$ cat src/rtl/snake_move.sv
// Snake body engine for the 16x16 playfield: moves the head, shifts the body,
// grows or shrinks it and flags wall, self, food and poison collisions.
module snake_move #(
  parameter int MAX_LEN = 16,
  parameter int LEN_W   = 5
) (
  input  logic             clk,
  input  logic             reset,
  input  logic [2:0]       state,
  input  logic             step,
  input  logic [1:0]       dir,
  input  logic             dir_valid,
  input  logic [3:0]       food_x,
  input  logic [3:0]       food_y,
  input  logic [3:0]       poison_x,
  input  logic [3:0]       poison_y,
  input  logic [LEN_W-1:0] seg_idx,
  output logic [3:0]       head_x,
  output logic [3:0]       head_y,
  output logic [LEN_W-1:0] length,
  output logic [3:0]       seg_x,
  output logic [3:0]       seg_y,
  output logic             seg_valid,
  output logic             TouchFood,
  output logic             TouchPoison,
  output logic             dead
);

  localparam logic [2:0] PLAY = 3'b010;

  typedef enum logic [1:0] {
    DIR_UP    = 2'b00,
    DIR_DOWN  = 2'b01,
    DIR_LEFT  = 2'b10,
    DIR_RIGHT = 2'b11
  } dir_t;

  logic [3:0]       r_segX [MAX_LEN];
  logic [3:0]       r_segY [MAX_LEN];
  logic [LEN_W-1:0] r_length;
  dir_t             r_curDir;
  dir_t             r_pendDir;
  logic             r_touchFood;
  logic             r_touchPoison;
  logic             r_dead;

  logic [3:0]       w_candX;
  logic [3:0]       w_candY;
  logic             w_wall;
  logic             w_self;
  logic             w_move;
  logic             w_hitPoison;
  logic             w_hitFood;
  logic             w_dirAccept;

  // Up/down and left/right differ only in bit 0, so the reverse flips it.
  function automatic dir_t reverseOf(input dir_t d);
    return dir_t'({d[1], ~d[0]});
  endfunction

  assign w_move      = (state == PLAY) && step && !r_dead;
  assign w_dirAccept = dir_valid && (dir_t'(dir) != reverseOf(r_curDir));
  assign w_hitPoison = (w_candX == poison_x) && (w_candY == poison_y);
  assign w_hitFood   = (w_candX == food_x) && (w_candY == food_y);

  always_comb begin
    w_candX = r_segX[0];
    w_candY = r_segY[0];
    w_wall  = 1'b0;
    case (r_pendDir)
      DIR_UP:    if (r_segY[0] == 4'd0)  w_wall = 1'b1; else w_candY = r_segY[0] - 4'd1;
      DIR_DOWN:  if (r_segY[0] == 4'd15) w_wall = 1'b1; else w_candY = r_segY[0] + 4'd1;
      DIR_LEFT:  if (r_segX[0] == 4'd0)  w_wall = 1'b1; else w_candX = r_segX[0] - 4'd1;
      default:   if (r_segX[0] == 4'd15) w_wall = 1'b1; else w_candX = r_segX[0] + 4'd1;
    endcase
  end

  // The tail (index length-1) is excluded because it vacates on this move.
  always_comb begin
    w_self = 1'b0;
    for (int i = 1; i < MAX_LEN; i++) begin
      if ((i + 2) <= int'(r_length) && r_segX[i] == w_candX && r_segY[i] == w_candY)
        w_self = 1'b1;
    end
  end

  always_ff @(posedge clk or negedge reset) begin
    if (!reset) begin
      for (int i = 0; i < MAX_LEN; i++) begin
        r_segX[i] <= (i < 3) ? 4'(2 - i) : 4'd0;
        r_segY[i] <= (i < 3) ? 4'd8 : 4'd0;
      end
      r_length      <= LEN_W'(3);
      r_curDir      <= DIR_RIGHT;
      r_pendDir     <= DIR_RIGHT;
      r_touchFood   <= 1'b0;
      r_touchPoison <= 1'b0;
      r_dead        <= 1'b0;
    end else begin
      r_touchFood   <= 1'b0;
      r_touchPoison <= 1'b0;
      if (w_dirAccept)
        r_pendDir <= dir_t'(dir);
      if (w_move) begin
        if (w_wall || w_self) begin
          r_dead <= 1'b1;
        end else begin
          // Shifting runs through unused slots so the old tail survives growth.
          for (int i = MAX_LEN - 1; i > 0; i--) begin
            r_segX[i] <= r_segX[i-1];
            r_segY[i] <= r_segY[i-1];
          end
          r_segX[0] <= w_candX;
          r_segY[0] <= w_candY;
          r_curDir  <= r_pendDir;
          if (w_hitPoison) begin
            r_touchPoison <= 1'b1;
            if (r_length == LEN_W'(1))
              r_dead <= 1'b1;
            else
              r_length <= r_length - LEN_W'(1);
          end else if (w_hitFood) begin
            r_touchFood <= 1'b1;
            if (r_length != LEN_W'(MAX_LEN))
              r_length <= r_length + LEN_W'(1);
          end
        end
      end
    end
  end

  always_comb begin
    seg_x = 4'd0;
    seg_y = 4'd0;
    for (int i = 0; i < MAX_LEN; i++) begin
      if (seg_idx == LEN_W'(i)) begin
        seg_x = r_segX[i];
        seg_y = r_segY[i];
      end
    end
  end

  assign seg_valid   = seg_idx < r_length;
  assign head_x      = r_segX[0];
  assign head_y      = r_segY[0];
  assign length      = r_length;
  assign TouchFood   = r_touchFood;
  assign TouchPoison = r_touchPoison;
  assign dead        = r_dead;

endmodule

$ cat config.mk
export PLATFORM = sky130hd
export DESIGN_NAME = snake_move
export DESIGN_NICKNAME = d
export VERILOG_FILES = /design/src/rtl/snake_move.sv
export SDC_FILE = /design/constraint.sdc
export NUM_CORES = 1
export LEC_CHECK = 0
export ABC_CLOCK_PERIOD_IN_PS = 10120
export BUFFER_PORTS_ARGS = -buffer_cell sky130_fd_sc_hd__clkbuf_2
export CORE_ASPECT_RATIO = 0.5
export CORE_UTILIZATION = 40
export DETAILED_ROUTE_END_ITERATION = 16
export PLACE_DENSITY_LB_ADDON = 0.25
export SLEW_MARGIN = 20
export SYNTH_ARGS = -nofsm -noshare
export SYNTH_HDL_FRONTEND = slang
export SYNTH_SLANG_ARGS = --single-unit
$ cat constraint.sdc
create_clock -name clk -period 10.12 [get_ports clk]
set_input_delay 2.024 -clock clk [delete_from_list [all_inputs] [get_ports clk]]
set_output_delay 2.024 -clock clk [all_outputs]
set_load 0.02 [all_outputs]
==> impl_metrics.json, run 1 <==
{
  "area_growth_pct": 11.53,
  "n_antenna_cell": 0,
  "min_path_cells": 1,
  "vias": 6665,
  "hold_path.class": "flip-flop to flip-flop",
  "dp_slack_ns": 3.160,
  "path_class": "input pin to output port",
  "fp.dieArea_sq_um": 23290,
  "crit_path_end_kind": "output port",
  "cp.arrival_ns": 4.96,
  "max_slew_margin_pct": 32.87,
  "yosysWarnings": 0,
  "status": "finished, final reports clean",
  "syn_nets": 891,
  "drv_cap": 0,
  "powerDensity_nw_per_um2": 274.7,
  "grt_max_degree": 79,
  "syn_inst": 848,
  "switching_share_pct": 41.01,
  "antenna_left": 0,
  "finalNetCount": 915,
  "stdcell_count": 1185,
  "cts_htree_levels": 4,
  "die_w_um": 214.8,
  "initial_core_util_pct": 41.33,
  "critPathTopFamily": "buffers and inverters",
  "gp_congestion": 0.8787,
  "drive_above_1_share_pct": 20.79,
  "path_max_fanout": 33,
  "seq_power_share_pct": 30.6,
  "most-common-layout-cells": "129 x dfrtp_1, 79 x mux2_1, 77 x xnor2_1, 69 x xor2_1, 53 x clkbuf_2",
  "finalHoldViolations": 0,
  "synthFlopType": "dfrtp_1",
  "drc_errors": 0,
  "path_clk_slew_ns": 0.06,
  "holdWs_ns": 0.5044,
  "p_comb_share_pct": 45.1,
  "die_h_um": 108.4,
  "fmax_ghz": 0.1431,
  "finalSetupTns_ns": 0,
  "mostFrequentLayoutCell": "dfrtp_1",
  "clk_latency_ns": 0.43,
  "p_sw_mw": 1.138,
  "yosysSeqAreaShare_pct": 38.82,
  "async_reset_ff_share_pct": 100.0,
  "cts_setup_buffers": 0,
  "cp.depth": 10,
  "fin_crit_ns": 6.986,
  "final.setup.worst_slack_ns": 3.134,
  "antenna_found_initial": 0,
  "hpwlAfterDp_um": 16080,
  "cts_buffers": 17,
  "skew_ns": 0.005424,
  "grt_usage_pct": 20.93,
  "setup_viol": 0,
  "min_to": "dead$_DFFE_PN0P_",
  "worst_pin_slew_ns": 1.007,
  "grt_pass1_wl_um": 37660,
  "worstHoldStart": "dead$_DFFE_PN0P_",
  "drt_iter0_drc": 637,
  "ys_ff_latch": 140,
  "cts-root-buf": "clkbuf_16",
  "drt_wl_total_um": 23270,
  "postLayoutCellArea_sq_um": 10100,
  "via_per_inst": 5.624,
  "num_rows": 38,
  "ys_types": 69,
  "power.share.clock_pct": 24.2,
  "dr.pass1.iters": 5,
  "portBuffers": 54,
  "wl_per_cell_um": 19.64,
  "grt-ovfl-total": 0,
  "ir_drop_mv": 0.1432,
  "cts_resized": 0,
  "crit_path_start_kind": "input pin",
  "dpl.cell_count": 1153,
  "io_pins": 55,
  "p_leak_nw": 4.538,
  "crit_buf_inv": 3,
  "r2r-start": "head_y[0]$_DFFE_PN0P_",
  "cts_tree": "yes",
  "core_sq_um": 21920,
  "syn_area_sq_um": 9060,
  "place_area_sq_um": 9482,
  "grt_pass1_vias": 6498,
  "rr_worst_depth": 13,
  "worst-endpoint-required_ns": 8.10,
  "clock_path_buffers": 2,
  "period_share_pct": 69.04,
  "crit_chain": "clkbuf_2, buf_4, nor2b_1, nand2_1, o211ai_1, o211ai_1, a221oi_1, a21oi_1, o22ai_1, clkbuf_2",
  "reg2reg_slack_ns": 5.35,
  "synth_area_per_cell_sq_um": 10.68,
  "crit_path_max_incr_delay_ns": 0.65,
  "synth-edff-count": 0,
  "clock-sinks": 140,
  "grt_setup_unrepaired": "no",
  "holdBufCountCts": 0,
  "power.internal_mw": 1.638,
  "cp_slowest_cell": "clkbuf_2",
  "timing_max_transition_violations_final": 0,
  "rr_endpoint": "r_segX[49]$_DFFE_PN0P_"
}
[power by group through the flow]
stage          clock, mW  combinational [mW]  sequential [mW]
5_1_grt            0.708                1.37            0.872
3_5_place_dp           0                1.24            0.856
6_report           0.673                1.25            0.850
4_1_cts            0.682                1.25            0.848
3_3_place_gp           0                1.21            0.853
2_1_floorplan          0                1.06            0.769
[synthesized netlist by cell type, types with 2 or more instances]
| library cell | number | area, sq um |
|---|---|---|
| a211oi_1 | 3 | 22.52 |
| a21o_1 | 4 | 30.03 |
| a21oi_1 | 32 | 160.2 |
| a221o_1 | 2 | 20.02 |
| a221oi_1 | 2 | 17.52 |
| a22oi_1 | 3 | 22.52 |
| a31oi_1 | 11 | 68.82 |
| a41oi_1 | 2 | 17.52 |
| and3b_1 | 2 | 17.52 |
| buf_1 | 7 | 26.28 |
| buf_2 | 19 | 95.09 |
| buf_4 | 20 | 150.1 |
| buf_6 | 2 | 22.52 |
| clkbuf_1 | 15 | 56.30 |
| dfrtp_1 | 129 | 3228 |
| dfstp_2 | 11 | 289.0 |
| ha_1 | 13 | 162.7 |
| inv_1 | 22 | 82.58 |
| mux2_1 | 79 | 889.6 |
| mux2_2 | 50 | 563.0 |
| mux2i_1 | 14 | 140.1 |
| mux4_2 | 10 | 225.2 |
| nand2_1 | 31 | 116.4 |
| nand2b_1 | 6 | 37.54 |
| nand3_1 | 20 | 100.1 |
| nand3b_1 | 3 | 22.52 |
| nand4_1 | 16 | 100.1 |
| nor2_1 | 28 | 105.1 |
| nor2b_1 | 10 | 62.56 |
| nor3_1 | 18 | 90.09 |
| nor3b_1 | 5 | 37.54 |
| nor4_1 | 17 | 106.4 |
| o211ai_1 | 6 | 45.04 |
| o21ai_0 | 39 | 195.2 |
| o21bai_1 | 2 | 15.01 |
| o221ai_1 | 6 | 52.55 |
| o22ai_1 | 6 | 37.54 |
| o311ai_0 | 2 | 17.52 |
| o31ai_1 | 2 | 15.01 |
| or2_2 | 3 | 18.77 |
| or4_1 | 4 | 30.03 |
| xnor2_1 | 77 | 674.4 |
| xor2_1 | 69 | 604.3 |
[metal layers]
metal | up-vias | global-route usage [%] | part of all wire [%]
met5 | - | 0 | 0
met4 | 0 | 5.204 | 1.0
met3 | 21 | 4.416 | 5.8
met2 | 213 | 30.77 | 43
met1 | 3343 | 31.04 | 50
li1 | 3088 | - | -
[how the worst max path moves through the flow]
stage | slack, ns | from | endpoint
6_report | 3.13 | seg_idx[1] | seg_x[3]
5_1_grt | 2.87 | seg_idx[1] | seg_x[0]
4_1_cts | 3.15 | seg_idx[1] | seg_x[3]
3_5_place_dp | 3.16 | seg_idx[1] | seg_x[3]
3_3_place_gp | 3.27 | seg_idx[1] | seg_x[3]
2_1_floorplan | 3.69 | seg_idx[0] | seg_y[3]
[cells by family after synthesis]
kind of cell | share of synthesized area [%]
flip-flops | 38.82
buffers and inverters | 4.861
AND/OR/NAND/NOR | 10.12
adder cells (fa/ha/maj) | 1.795
AO/OA/AOI/OAI | 9.736
XOR/XNOR | 14.60
multiplexers | 20.07
[stage by stage]
stage | util, % | power, mW
after floorplan | - | 1.830
after global placement | 43.26 | 2.067
after detailed placement | 43.26 | 2.093
after CTS | 46.10 | 2.781
after global routing | 46.10 | 2.947
final | 46.10 | 2.776
[sequential cells by signal (all words and copies together), names as in the netlist]
name and count:
r_segX 60, r_segY 60, length 5, head_x 4
head_y 4, r_curDir 2, r_pendDir 2, TouchFood 1
TouchPoison 1, dead 1
[final cells by class]
class / instances / area [sq um]
Fill cell: 2010 / 11810
Clock buffer: 17 / 425.4
Sequential cell: 140 / 3517
Timing Repair Buffer: 68 / 381.6
Tap cell: 300 / 375.4
Clock inverter: 15 / 197.7
Multi-Input combinational cell: 621 / 5117
Inverter: 24 / 90.09
(Power assumes the default switching activity.)
==> run 2, diff against run 1 <==
ABC_CLOCK_PERIOD_IN_PS = 7300   (was 10120)
clock period = 7.3 ns   (was 10.12 ns; I/O delays follow)
==> run 2 against run 1 <==
Compared with the run above:
- cell area is 0.36% lower
- non-clock buffer count is 1 lower
- register-to-register slack worse by 2.6 ns
- final cell count hardly changed
- worst hold slack worse by 0.011 ns
- combinational power is 38% higher
- core utilization is 0.17 points lower
==> impl_metrics.json, run 2 (synthesized netlist as in run 1, its figures left out) <==
{
  "powerDensity_nw_per_um2": 373.4,
  "finalPower_mw": 3.759,
  "dpl.cell_count": 1152,
  "fmax_ghz": 0.1721,
  "holdBufCountCts": 0,
  "cts_buffers": 17,
  "crit_chain": "clkbuf_2, nor2_1, a21oi_1, o221a_2, a31oi_1, a21oi_1, nor4_1, o32a_1, o221ai_1, a21oi_1, clkbuf_2",
  "skew_ns": 0.01287,
  "drc_errors": 0,
  "crit_path_end_kind": "output port",
  "dr.pass1.iters": 5,
  "path_max_fanout": 35,
  "hold_path.class": "flip-flop to flip-flop",
  "clk_latency_ns": 0.43,
  "final.setup.worst_slack_ns": 1.489,
  "drt_iter0_drc": 586,
  "dp_slack_ns": 1.537,
  "portBuffers": 54,
  "stdcell_count": 1184,
  "die_w_um": 214.8,
  "grt_pass1_wl_um": 36980,
  "cts_tree": "yes",
  "antenna_found_initial": 0,
  "drt_wl_total_um": 22740,
  "cp.arrival_ns": 4.35,
  "die_h_um": 108.4,
  "n_fill_cell": 2024,
  "cts_setup_buffers": 0,
  "wl_per_cell_um": 19.21,
  "grt-ovfl-total": 0,
  "clock-sinks": 140,
  "hpwlAfterDp_um": 16020,
  "n_antenna_cell": 0,
  "most-common-layout-cells": "129 x dfrtp_1, 79 x mux2_1, 77 x xnor2_1, 69 x xor2_1, 53 x clkbuf_2",
  "setup_viol": 0,
  "cts_resized": 0,
  "drive_above_1_share_pct": 20.70,
  "cts-root-buf": "clkbuf_16",
  "gp_congestion": 0.8498,
  "num_rows": 38,
  "max_slew_margin_pct": 36.66,
  "period_share_pct": 79.60,
  "drv_cap": 0,
  "core_sq_um": 21920,
  "path_class": "input pin to output port",
  "vias": 6546,
  "cts_htree_levels": 4,
  "p_leak_nw": 4.507,
  "grt_pass1_vias": 6550,
  "io_pins": 55,
  "final_util_pct": 45.94,
  "grt_usage_pct": 20.56,
  "fp.dieArea_sq_um": 23290,
  "timing_max_transition_violations_final": 0,
  "mostFrequentLayoutCell": "dfrtp_1",
  "via_per_inst": 5.529,
  "crit_path_start_kind": "input pin",
  "reg2reg_slack_ns": 2.76,
  "clock_path_buffers": 2,
  "crit_top_cell": "a21oi_1",
  "crit_path_max_incr_delay_ns": 0.51,
  "worst_pin_slew_ns": 0.9501,
  "finalHoldViolations": 0,
  "worst-endpoint-required_ns": 5.84,
  "initial_core_util_pct": 41.33,
  "area_growth_pct": 11.13,
  "grt_setup_unrepaired": "no",
  "grt_max_degree": 113,
  "path_clk_slew_ns": 0.06,
  "antenna_left": 0,
  "status": "finished, final reports clean",
  "cp_slowest_cell": "nor4_1",
  "finalSetupTns_ns": 0,
  "fin_crit_ns": 5.811,
  "finalNetCount": 914,
  "ir_drop_mv": 0.2426
}
[run 2: changes by cell type in the layout (fill, tap and decap cells not counted)]
cell and delta:
clkinvlp_4 +2, nor3b_2 +1, bufinv_16 -2, buf_12 +1
buf_4 -2, clkinv_2 -1, clkbuf_1 +1, nor3b_1 -1
[run 2: where the power goes]
part | switching [mW] | internal [mW] | total, mW
Combinational | 0.960 | 0.766 | 1.73
Sequential | 0.244 | 0.933 | 1.18
Clock | 0.354 | 0.503 | 0.856
[run 2: cell type report]
cell class	instances	area, sq um	area share [%]
Sequential cell	140	3517	34.93
Inverter	24	90.09	0.8947
Tap cell	300	375.4	3.728
Clock buffer	18	429.2	4.262
Timing Repair Buffer	67	386.6	3.840
Multi-Input combinational cell	621	5122	50.88
Clock inverter	14	147.6	1.466
[run 2: worst max-delay path: cells and delay by family]
family / cells / cell delay (ns)
AO/OA/AOI/OAI: 7 / 1.25
AND/OR/NAND/NOR: 2 / 0.94
buffers and inverters: 2 / 0.68
[run 2: worst paths after layout]
kind / start / to / cells past startpoint
setup / recovery: seg_idx[1] / seg_x[0] / 11
hold / removal: dead$_DFFE_PN0P_ / dead$_DFFE_PN0P_ / 1
setup reg to reg: head_y[0]$_DFFE_PN0P_ / r_segY[24]$_DFFE_PN0P_ / 13
hold reg to reg: dead$_DFFE_PN0P_ / dead$_DFFE_PN0P_ / 1
max in group asynchronous: reset / r_segX[21]$_DFFE_PN0P_ / 2
min in group asynchronous: reset / r_segY[7]$_DFFE_PN0P_ / 1
[run 2: layer usage]
metal / track usage (%) / up-vias / share of wire, %
met4: 5.051 / 0 / 1.1
met3: 4.529 / 23 / 4.6
met1: 30.19 / 3285 / 51
met5: 0 / - / 0
li1: - / 3101 / -
met2: 30.49 / 137 / 43
[run 2: through the flow]
stage | cell area (sq um) | hold WS (ns)
6_report | 10070 | 0.4929
5_1_grt | 10070 | 0.5387
4_1_cts | 10060 | 0.5023
3_5_place_dp | 9487 | 0.4842
3_3_place_gp | 9487 | 0.4807
2_1_floorplan | 9060 | 0.4812
